### config.mk
export PLATFORM = sky130hd
export DESIGN_NAME = tsu_queue_arb
export DESIGN_NICKNAME = d
export VERILOG_FILES = /design/src/rtl/tsu_pkg.sv /design/src/rtl/tsu_queue_arb.sv
export SDC_FILE = /design/constraint.sdc
export NUM_CORES = 1
export LEC_CHECK = 0
export ABC_AREA = 0
export BUFFER_PORTS_ARGS = -buffer_cell sky130_fd_sc_hd__buf_4
export CAP_MARGIN = 20
export CORE_UTILIZATION = 42
export CTS_BUF_LIST = sky130_fd_sc_hd__clkbuf_8
export CTS_CLUSTER_DIAMETER = 80
export CTS_CLUSTER_SIZE = 12
export DETAILED_ROUTE_END_ITERATION = 8
export GPL_TIMING_DRIVEN = 0
export PLACE_DENSITY = 0.86
export SETUP_SLACK_MARGIN = 0.1
export SLEW_MARGIN = 20
export SYNTH_ARGS = -nofsm -noshare
export SYNTH_HDL_FRONTEND = slang
export SYNTH_SLANG_ARGS = --single-unit
### constraint.sdc
create_clock -name q_rd_clk -period 5.2 [get_ports q_rd_clk]
set_clock_uncertainty 0.1 [all_clocks]
set_input_delay 0.52 -clock q_rd_clk [delete_from_list [all_inputs] [get_ports q_rd_clk]]
set_output_delay 0.52 -clock q_rd_clk [all_outputs]
set_load 0.1 [all_outputs]
### src/rtl/tsu_pkg.sv
// tsu_pkg: shared FSM states, port IDs and queue widths for the TSU queue arbiter.
package tsu_pkg;
    typedef enum logic [1:0] {IDLE, POP, WAIT, HOLD} state_t;
    localparam logic PORT_RX = 1'b0;
    localparam logic PORT_TX = 1'b1;
    localparam int Q_DATA_W = 64;
    localparam int Q_STAT_W = 8;
endpackage

### src/rtl/tsu_queue_arb.sv
// tsu_queue_arb: round-robin drain of the RX/TX TSU queues into one valid/ready timestamp stream.
// Optional per-port pop counters are enabled with TSU_QUEUE_ARB_CNT_EN.
module tsu_queue_arb
    import tsu_pkg::*;
#(
    parameter int RD_LAT = 1,
    parameter int CNT_W  = 16
) (
    input  logic                q_rd_clk,
    input  logic                q_rst,
    input  logic [Q_STAT_W-1:0] rx_q_rd_stat,
    input  logic [Q_DATA_W-1:0] rx_q_rd_data,
    output logic                rx_q_rd_en,
    input  logic [Q_STAT_W-1:0] tx_q_rd_stat,
    input  logic [Q_DATA_W-1:0] tx_q_rd_data,
    output logic                tx_q_rd_en,
    output logic                ts_valid,
    input  logic                ts_ready,
    output logic [Q_DATA_W-1:0] ts_data,
    output logic                ts_port
`ifdef TSU_QUEUE_ARB_CNT_EN
    ,
    output logic [CNT_W-1:0]    rx_cnt,
    output logic [CNT_W-1:0]    tx_cnt
`endif
);
    state_t     state;
    logic       pri;
    logic       armed;
    logic       port_q;
    logic [1:0] wait_cnt;
    logic       rx_ne;
    logic       tx_ne;
    logic       gnt;

    assign rx_ne = |rx_q_rd_stat;
    assign tx_ne = |tx_q_rd_stat;
    assign gnt   = (rx_ne && tx_ne) ? pri : tx_ne;

    // armed delays the first grant to the second edge after reset release
    always_ff @(posedge q_rd_clk or posedge q_rst) begin
        if (q_rst) begin
            state      <= IDLE;
            pri        <= PORT_RX;
            armed      <= 1'b0;
            port_q     <= PORT_RX;
            wait_cnt   <= 2'd0;
            rx_q_rd_en <= 1'b0;
            tx_q_rd_en <= 1'b0;
            ts_valid   <= 1'b0;
            ts_data    <= '0;
            ts_port    <= PORT_RX;
        end else begin
            armed <= 1'b1;
            case (state)
                IDLE: if (armed && (rx_ne || tx_ne)) begin
                    port_q     <= gnt;
                    rx_q_rd_en <= (gnt == PORT_RX);
                    tx_q_rd_en <= (gnt == PORT_TX);
                    state      <= POP;
                end
                POP: begin
                    rx_q_rd_en <= 1'b0;
                    tx_q_rd_en <= 1'b0;
                    wait_cnt   <= 2'd0;
                    state      <= WAIT;
                end
                WAIT: if (wait_cnt == 2'(RD_LAT - 1)) begin
                    ts_data  <= (port_q == PORT_TX) ? tx_q_rd_data : rx_q_rd_data;
                    ts_port  <= port_q;
                    ts_valid <= 1'b1;
                    state    <= HOLD;
                end else begin
                    wait_cnt <= wait_cnt + 2'd1;
                end
                HOLD: if (ts_ready) begin
                    ts_valid <= 1'b0;
                    pri      <= ~ts_port;
                    state    <= IDLE;
                end
            endcase
        end
    end

`ifdef TSU_QUEUE_ARB_CNT_EN
    always_ff @(posedge q_rd_clk or posedge q_rst) begin
        if (q_rst) begin
            rx_cnt <= '0;
            tx_cnt <= '0;
        end else begin
            rx_cnt <= rx_cnt + CNT_W'(rx_q_rd_en);
            tx_cnt <= tx_cnt + CNT_W'(tx_q_rd_en);
        end
    end
`endif
endmodule

==> metrics.md <==
| Metric | Value |
|---|---|
| Max-cap violation count | 0 |
| Clock latency on the worst-skew pair | between 300 and 400 ps |
| Critical register-to-register path startpoint | state[0]$_DFFE_PP0P_ |
| Overall Global Routing Usage | between 20% and 30% |
| Number of optimization iterations in the first detailed-route pass | 4 |
| First-pass GRT wire length | roughly 16 mm |
| Total congestion overflow | 0 |
| Category of the most critical setup path | reg -> reg |
| Width of the die | 93.9 um |
| Setup TNS Final | 0 ps |
| Post-synth ARST share | 100% |
| Post-Place Worst Slack | 2910 ps |
| CP arrival | 2360 ps |
| Num rows | 33 |
| Final ANT Viol Nets | 0 |
| Post-CTS Setup Bufs | 0 |
| Cell chosen for the clock root | clkbuf_8 |
| Hold Fails Final Rpt | 0 |
| Top-Level Pins | 215 |
| Clock tree buffer depth | 2 |
| RSZ-0062 raised after global routing | false |
| Library cells used by synthesis | 23 |
| Starting Density | 43.4% |
| Worst r2r dst | ts_data[49]$_DFFE_PP0P_ |
| Maximum frequency from static timing analysis | 0.438 GHz |
| CTS Buf Count | 9 |
| Core Region | around 8000 um2 |
| EDFF count, synth | 0 |
| Hold-fix buffer count after cts | 0 |
| Area share of the largest cell type after synthesis | 52.9% |
| Internal reg-to-reg setup slack | 2920 ps |
| Number of placed instances with taps included | between 600 and 700 |
| Share of the cycle needed by the critical path after routing | 43.9% |
| Dominant cell by count in the synthesized netlist | nand2_1 |
| Prevailing post-synth register cell | dfrtp_1 |
| 1st-iter DRT viols | 83 |
| Synthesized netlist cell count | 343 |
| Net count reported at finish | 722 |
| DRC violations left | 0 |
| Worst hold-check path type | in -> async |
| Slew of the pin with the lowest slew margin | 573 ps |
| Crit path time final | 2280 ps |
| Slew margin rel. | 61.8% |
| Post-synthesis area per instance | 10.3 um2 |
| Antenna Diode Count | 0 |
| Share of the yosys chip area belonging to registers | 52.9% |
| Vias/cell | just under 5 |
| Dominant cells by area after synthesis | dfrtp_1, mux2i_1, o21ai_0, nand2_1, ha_1 |
| Top cells by instance count after synthesis | nand2_1, dfrtp_1, o21ai_0 |
| Deepest level of the CTS H-tree | 3 |
| Number of global-route vias before repair | 3384 |
| Via total after detailed routing | 3374 |
| Number of antenna violations at the first check in global routing | 0 |
| Final Routed Wirelength | around 10 mm |
| Clock input transition at the sequential cells of the worst setup and hold paths | approximately 80 ps |
| Buffers on Ports | roughly 210 |
| Status | completed |
| Ys Warns | 0 |
| Total Die Area | slightly below 9000 um2 |
| Post-DR wirelength/cell | approximately 15 um |
| R2R cell count | 6 |
| Number of gates resized after CTS | 0 |
| Number of max-slew violations in the final report | 0 |
| Maximum number of pins on one net before global-route repair | 42 |
| Clock sink count | 75 |
| Layout Cells excl Fill | 679 |
| Summed instance area of the synthesized netlist | 3550 um2 |
| CP Capture Type | flop |
| Worst hold slack | about 100 ps |
| Die outline height | 93.9 um |
| Yosys reg bits | 75 |
| CTS tree | built |
| Share of cells above drive strength 1 | 42.3% |
| Nature of the critical path startpoint | flop |
| Syn-to-layout area delta | 53.9% |
| Gp weighted congestion | ~0.76 |
| Crit path required time | 5280 ps |
| Post-synthesis net count | 496 |
| Maximum fanout along the worst path | 10 |
| Final setup vio count | 0 |
| Cell type with the largest total area after synthesis | dfrtp_1 |
| Detailed placer's ending HPWL | 8.08 mm |
| Post-route setup slack | 2920 ps |
layout make-up:
cell class / instances / area [um2]
fillers: 680 / 2710
inverters: 9 / 36.3
repair buffers: 215 / 1630
flip-flops and latches: 75 / 1880
clock buffers: 9 / 124
multi-input cells: 237 / 1550
well taps: 105 / 131
plain buffers: 22 / 91.3
clock inverters: 7 / 30.0
worst max-delay path by stage:
stage	from	to	slack, ps	cells past startpoint
final	state[0]$_DFFE_PP0P_	ts_data[49]$_DFFE_PP0P_	2920	6
after global placement	q_rst	ts_data[52]$_DFFE_PP0P_	1850	2
after CTS	state[0]$_DFFE_PP0P_	ts_data[49]$_DFFE_PP0P_	2900	6
after global routing	state[0]$_DFFE_PP0P_	ts_data[45]$_DFFE_PP0P_	2760	7
after detailed placement	state[0]$_DFFE_PP0P_	ts_data[49]$_DFFE_PP0P_	2910	6
after floorplan	q_rst	armed$_DFF_PP0_	2670	1
cell families after synthesis:
logic type      synth area share [%]
fa+ha+maj                       2.12
buf+inv                         3.53
mux                             19.1
other cells                    0.106
simple gates                    10.7
flops                           52.9
compound gates                  11.6
critical path, stage by stage, from the launching register on:
cell      delay (ps)
dfrtp_1          380
inv_1            100
ha_1             260
nand2_1          140
clkbuf_1         450
clkbuf_1         510
o21ai_0          200
routing by layer:
metal	global-route usage [%]	part of all wire, %
met2	44.5	56
met4	5.90	0.91
met1	25.7	38
met5	0	0
met3	4.13	5.6
state kept, by name, summed over array words and instances, names as in the netlist:
register	cells
ts_data	64
state	2
wait_cnt	2
armed	1
port_q	1
pri	1
rx_q_rd_en	1
ts_port	1
ts_valid	1
tx_q_rd_en	1
through the flow:
stage / utilization, % / cell area, um2
3_3_place_gp: 64.7 / 5290
3_5_place_dp: 64.9 / 5310
6_report: 66.8 / 5460
5_1_grt: 66.8 / 5460
4_1_cts: 66.8 / 5460
2_1_floorplan: - / 3550
placed cells by master (no fill, tap or decap), drive strengths merged:
| cell | count |
|---|---|
| nand2b | 2 |
| a21o | 1 |
| conb | 1 |
| a31oi | 1 |
| a21oi | 3 |
| clkinv | 3 |
| nor2 | 1 |
| a41oi | 2 |
| clkbuf | 23 |
| nand2 | 77 |
| mux2i | 65 |
| inv | 13 |
| dfrtp | 75 |
| buf | 223 |
| and2 | 1 |
| o21ai | 68 |
| ha | 6 |
| nor4 | 4 |
| mux2 | 2 |
| o22ai | 2 |
| o221a | 1 |
Power is not shown: default switching activity piles up to over one toggle a cycle in this logic, so the estimate is an artifact.
